## config.mk

```make
export PLATFORM = sky130hd
export DESIGN_NAME = sysu_result_collector
export DESIGN_NICKNAME = d
export VERILOG_FILES = /design/src/rtl/sysu_pkg.sv /design/src/rtl/sysu_result_slot.sv /design/src/rtl/sysu_result_collector.sv
export SDC_FILE = /design/constraint.sdc
export NUM_CORES = 1
export LEC_CHECK = 0
export ABC_AREA = 1
export BUFFER_PORTS_ARGS = -buffer_cell sky130_fd_sc_hd__buf_2
export CORE_MARGIN = 5
export CORE_UTILIZATION = 30
export CTS_CLUSTER_SIZE = 8
export DETAILED_ROUTE_END_ITERATION = 16
export PLACE_DENSITY = 0.55
export RECOVER_POWER = 100
export SYNTH_ARGS = -nofsm -noshare
export SYNTH_HDL_FRONTEND = slang
export SYNTH_HIERARCHICAL = 1
export SYNTH_SLANG_ARGS = --single-unit
```

## constraint.sdc

```tcl
create_clock -name clk -period 2.5 [get_ports clk]
set_input_delay 0.5 -clock clk [delete_from_list [all_inputs] [get_ports clk]]
set_output_delay 0.5 -clock clk [all_outputs]
set_load 0.005 [all_outputs]
```

## src/rtl/sysu_pkg.sv

```systemverilog
// Constants and types shared by the systolic-unit result drain logic.
package sysu_pkg;
  localparam int WL = 32;

  localparam logic [31:0] FP_ONE   = 32'h3F800000;
  localparam logic [31:0] FP_THREE = 32'h40400000;

  typedef enum logic {
    COLLECT = 1'b0,
    DRAIN   = 1'b1
  } collect_state_t;
endpackage

```

## src/rtl/sysu_result_slot.sv

```systemverilog
// One PE result slot: a holding register and its pending bit. It pulses
// overflow_o when a result arrives for a slot that is still occupied.
module sysu_result_slot #(
  parameter int WL = sysu_pkg::WL
) (
  input  logic          clk,
  input  logic          rst,
  input  logic          ena,
  input  logic          capture_i,
  input  logic [WL-1:0] value_i,
  input  logic          unload_i,
  output logic [WL-1:0] slot_val_o,
  output logic          pend_o,
  output logic          overflow_o
);
  logic [WL-1:0] val_q;
  logic          pend_q;
  logic          capture;

  assign capture    = ena && capture_i;
  // A slot being unloaded on this edge is free again, so the capture is not a drop.
  assign overflow_o = capture && pend_q && !unload_i;
  assign slot_val_o = val_q;
  assign pend_o     = pend_q;

  always_ff @(posedge clk) begin
    if (rst) begin
      val_q  <= '0;
      pend_q <= 1'b0;
    end else if (capture && (!pend_q || unload_i)) begin
      val_q  <= value_i;
      pend_q <= 1'b1;
    end else if (unload_i) begin
      pend_q <= 1'b0;
    end
  end
endmodule

```

## src/rtl/sysu_result_collector.sv

```systemverilog
// Collects one result per PE, then streams the row out in ascending PE order
// over a valid/ready interface.
module sysu_result_collector #(
  parameter int WL  = sysu_pkg::WL,
  parameter int NPE = 4,
  parameter int IW  = $clog2(NPE)
) (
  input  logic              clk,
  input  logic              rst,
  input  logic              ena,
  input  logic [NPE-1:0]    resultvalid,
  input  logic [NPE*WL-1:0] resultvalue,
  output logic [WL-1:0]     outvalue,
  output logic              outvalid,
  input  logic              outready,
  output logic [IW-1:0]     outindex,
  output logic              outlast,
  output logic              busy,
  output logic              overflow
);
  import sysu_pkg::*;

  localparam logic [IW-1:0] LAST_IDX = IW'(NPE - 1);

  collect_state_t state_q, state_d;
  logic [WL-1:0]  out_value_q, out_value_d;
  logic           out_valid_q, out_valid_d;
  logic [IW-1:0]  out_index_q, out_index_d;
  logic           overflow_q;

  logic [NPE-1:0] unload;
  logic [NPE-1:0] pend;
  logic [NPE-1:0] ovf_pulse;
  logic [WL-1:0]  slot_val [NPE];
  logic [IW-1:0]  next_index;
  logic           handshake;

  genvar gi;
  generate
    for (gi = 0; gi < NPE; gi++) begin : g_slot
      sysu_result_slot #(.WL(WL)) u_slot (
        .clk        (clk),
        .rst        (rst),
        .ena        (ena),
        .capture_i  (resultvalid[gi]),
        .value_i    (resultvalue[gi*WL +: WL]),
        .unload_i   (unload[gi]),
        .slot_val_o (slot_val[gi]),
        .pend_o     (pend[gi]),
        .overflow_o (ovf_pulse[gi])
      );
    end
  endgenerate

  assign handshake  = ena && out_valid_q && outready;
  assign next_index = out_index_q + 1'b1;

  always_comb begin
    state_d     = state_q;
    out_value_d = out_value_q;
    out_valid_d = out_valid_q;
    out_index_d = out_index_q;
    unload      = '0;
    if (ena) begin
      case (state_q)
        COLLECT: begin
          if (&pend) begin
            state_d     = DRAIN;
            out_value_d = slot_val[0];
            out_valid_d = 1'b1;
            out_index_d = '0;
            unload[0]   = 1'b1;
          end
        end
        DRAIN: begin
          if (handshake) begin
            if (out_index_q == LAST_IDX) begin
              out_valid_d = 1'b0;
              state_d     = COLLECT;
            end else begin
              out_value_d        = slot_val[next_index];
              out_index_d        = next_index;
              unload[next_index] = 1'b1;
            end
          end
        end
        default: state_d = COLLECT;
      endcase
    end
  end

  always_ff @(posedge clk) begin
    if (rst) begin
      state_q     <= COLLECT;
      out_value_q <= '0;
      out_valid_q <= 1'b0;
      out_index_q <= '0;
      overflow_q  <= 1'b0;
    end else begin
      state_q     <= state_d;
      out_value_q <= out_value_d;
      out_valid_q <= out_valid_d;
      out_index_q <= out_index_d;
      overflow_q  <= overflow_q | (|ovf_pulse);
    end
  end

  assign outvalue = out_value_q;
  assign outvalid = out_valid_q;
  assign outindex = out_index_q;
  assign outlast  = out_valid_q && (out_index_q == LAST_IDX);
  assign busy     = (state_q == DRAIN);
  assign overflow = overflow_q;
endmodule

```

==> flow_metrics.tcl <==
set metrics [dict create \
    final_layout_size_suffix_gt1_share_pct 13.5 \
    relSlewSlack_pct 53.2 \
    synth_warnings 6 \
    clkSinkCount 169 \
    finalSetupTns_ps 0 \
    gp_congestion 0.850 \
    wl_per_cell_microns 14.4 \
    drtIter0Drc 732 \
    regArea_sq_um 3380 \
    cts_resized 0 \
    cts_max_path_buffers 2 \
    final_common_cell "nand2_1" \
    pwr-share-comb_pct 16.1 \
    die_x_microns 182 \
    intPower_uw 5000 \
    viasPerCell 4.47 \
    synth-seq-area-share_pct 38.0 \
    fmax_mhz 473 \
    finalCritPeriodShare_pct 84.6 \
    multi_input_area_sq_um 4050 \
    die_height_microns 182 \
    hold_buffers 0 \
    critPathLaunchType "register" \
    num_rows 63 \
    overflow 0 \
    critPathCaptureType "register" \
    pwr-share-clk_pct 41.0 \
    cts-root-buf "clkbuf_16" \
    drc_errors 0 \
    dp_hpwl_mm 20.6 \
    track_usage_pct 16.5 \
    maxCapViolCount 0 \
    antenna_found_initial 0 \
    diodes 0 \
    crit_required_ps 2820 \
    h-tree-depth 4 \
    power.leakage_uw 0.00558 \
    clk_latency_ps 430 \
    p_switching_uw 1920 \
    drv_slew 0 \
    hp-class "input port to register" \
    r2r_start "outindex[1]" \
    synth_cells 1433 \
    postRouteAntennaNets 0 \
    routed_wl_mm 28.2 \
    peakVddDrop_mv 0.504 \
    cp.arrival_ps 2430 \
    cts_tree "yes" \
    syn_avg_cell_area_sq_um 6.21 \
    dr.pass1.iters 5 \
    synth_area_sq_um 8900 \
    final_cell_mix "370 x nand2_1, 263 x nor2_1, 210 x inv_1" \
    dieArea_sq_um 33200 \
    final_nets 1697 \
    pin_count 174 \
    status "complete, no violations" \
    syn_nets 1574 \
    routed-via-count 8758 \
    area_growth_pct 17.6 \
    crit_path_max_fanout 63 \
    synth_seq_cells 169 \
    cts_buffers 17 \
    numPortBuffers 173 \
    seqPwrFrac_pct 42.9 \
    fin_crit_ps 2110 \
    dpl_cell_area_sq_um 9900 \
    stdcell_area_sq_um 10500 \
    grt_pass1_vias 8103 \
    synth_cell_types 20 \
    critical_path_class "register to register" \
    hold_start "resultvalue[55]" \
    finalSetupViolCount 0 \
    tightestPinTransition_ps 702 \
    initial_utilization_pct 30.2 \
    power_density_nw_per_um2 662 \
    rsz0062_at_grt "false" \
    grt_pass1_wl_mm 43.5 \
    cp-startpoint "outindex[1]" \
    path_clk_slew_ps 60 \
    swShare_pct 27.8 \
    fillers 3353 \
    postCtsSetupRepairBufs 0 \
    core-area_sq_um 29500 \
    post-place-cells 1927 \
    hold_viol 0 \
    finClkSkew_ps 7.20 \
    final_cells 1958 \
    grt_max_degree 67 \
]
[metrics by stage]
stage / total power [uW] / hold WS [ps] / worst slack (ps) / utilization, %
floorplan: 3800 / 452 / 498 / -
global placement: 4150 / 455 / 473 / 33.6
detailed placement: 4160 / 468 / 420 / 33.6
CTS: 7010 / 374 / 520 / 35.7
global route: 7280 / 399 / 174 / 35.5
finish: 6930 / 387 / 385 / 35.5
[cells in the mapped netlist]
| master | n | share of area (%) |
|---|---|---|
| clkbuf_1 | 16 | 0.67 |
| nand2_1 | 369 | 16 |
| inv_2 | 6 | 0.25 |
| inv_1 | 208 | 8.8 |
| a21oi_1 | 138 | 7.8 |
| o21ai_1 | 1 | 0.056 |
| o21ai_0 | 2 | 0.11 |
| nand3_2 | 1 | 0.11 |
| a21oi_4 | 1 | 0.18 |
| nand3_1 | 169 | 9.5 |
| nand2_4 | 1 | 0.13 |
| nor3b_1 | 3 | 0.25 |
| nor2_1 | 264 | 11 |
| clkinv_1 | 1 | 0.042 |
| dfxtp_1 | 169 | 38 |
| buf_2 | 30 | 1.7 |
| nand2_2 | 1 | 0.070 |
| buf_6 | 23 | 2.9 |
| ha_1 | 5 | 0.70 |
| buf_4 | 25 | 2.1 |
[power groups by stage]
| stage | Clock (uW) | Combinational, uW | Sequential [uW] |
|---|---|---|---|
| finish | 2840 | 1120 | 2970 |
| global route | 3010 | 1280 | 2990 |
| CTS | 2910 | 1140 | 2970 |
| detailed placement | 0 | 1130 | 3030 |
| global placement | 0 | 1130 | 3030 |
| floorplan | 0 | 789 | 3010 |
[layout make-up]
cell class	count	area share, %
inverter	215	7.71
clock inverter	11	1.61
timing repair buffer	198	10.7
multi-input combinational	955	38.7
clock buffer	20	4.36
sequential	169	32.3
tap	390	4.66
[sequential cells by signal, indices dropped and copies added (netlist names)]
| signal | cells |
|---|---|
| overflow | 1 |
| g_slot.u_slot/slot_val_o | 128 |
| outindex | 2 |
| busy | 1 |
| outvalue | 32 |
| g_slot.u_slot/pend_o | 4 |
| outvalid | 1 |
[per-layer routing]
metal | wire (microns) | GRT usage (%) | vias up
met1 | 13300 | 22.2 | 3932
met2 | 13100 | 27.1 | 210
met4 | 410 | 4.20 | 0
li1 | - | - | 4593
met5 | 0 | 0 | -
met3 | 1370 | 3.27 | 23
[cell families (layout without fill, tap and decap cells)]
logic type,count (synthesis),after routing,share of synthesized area (%)
and+or+nand+nor,808,808,36.7
buffers and inverters,309,444,16.4
DFF,169,169,38.0
AOI/OAI and AO/OA,142,142,8.11
adders and majority gates,5,5,0.703
[critical path, cell delays in order, from the launching register on]
cell	delay [ps]
dfxtp_1	320
clkbuf_1	270
ha_1	270
inv_1	70
nand2_1	100
nand2_1	180
nand2_4	510
nand2_1	110
nand2_1	90
nor2_1	50
[worst paths after layout]
kind / end / slack (ps) / cells after the start
worst max-delay path: outvalue[2] / 390 / 9
worst min register to register: g_slot[3].u_slot/slot_val_o[1] / 480 / 2
worst max register to register: outvalue[2] / 390 / 9
worst min-delay path: g_slot[1].u_slot/slot_val_o[23] / 390 / 5
Power figures use the tool's default switching activity.
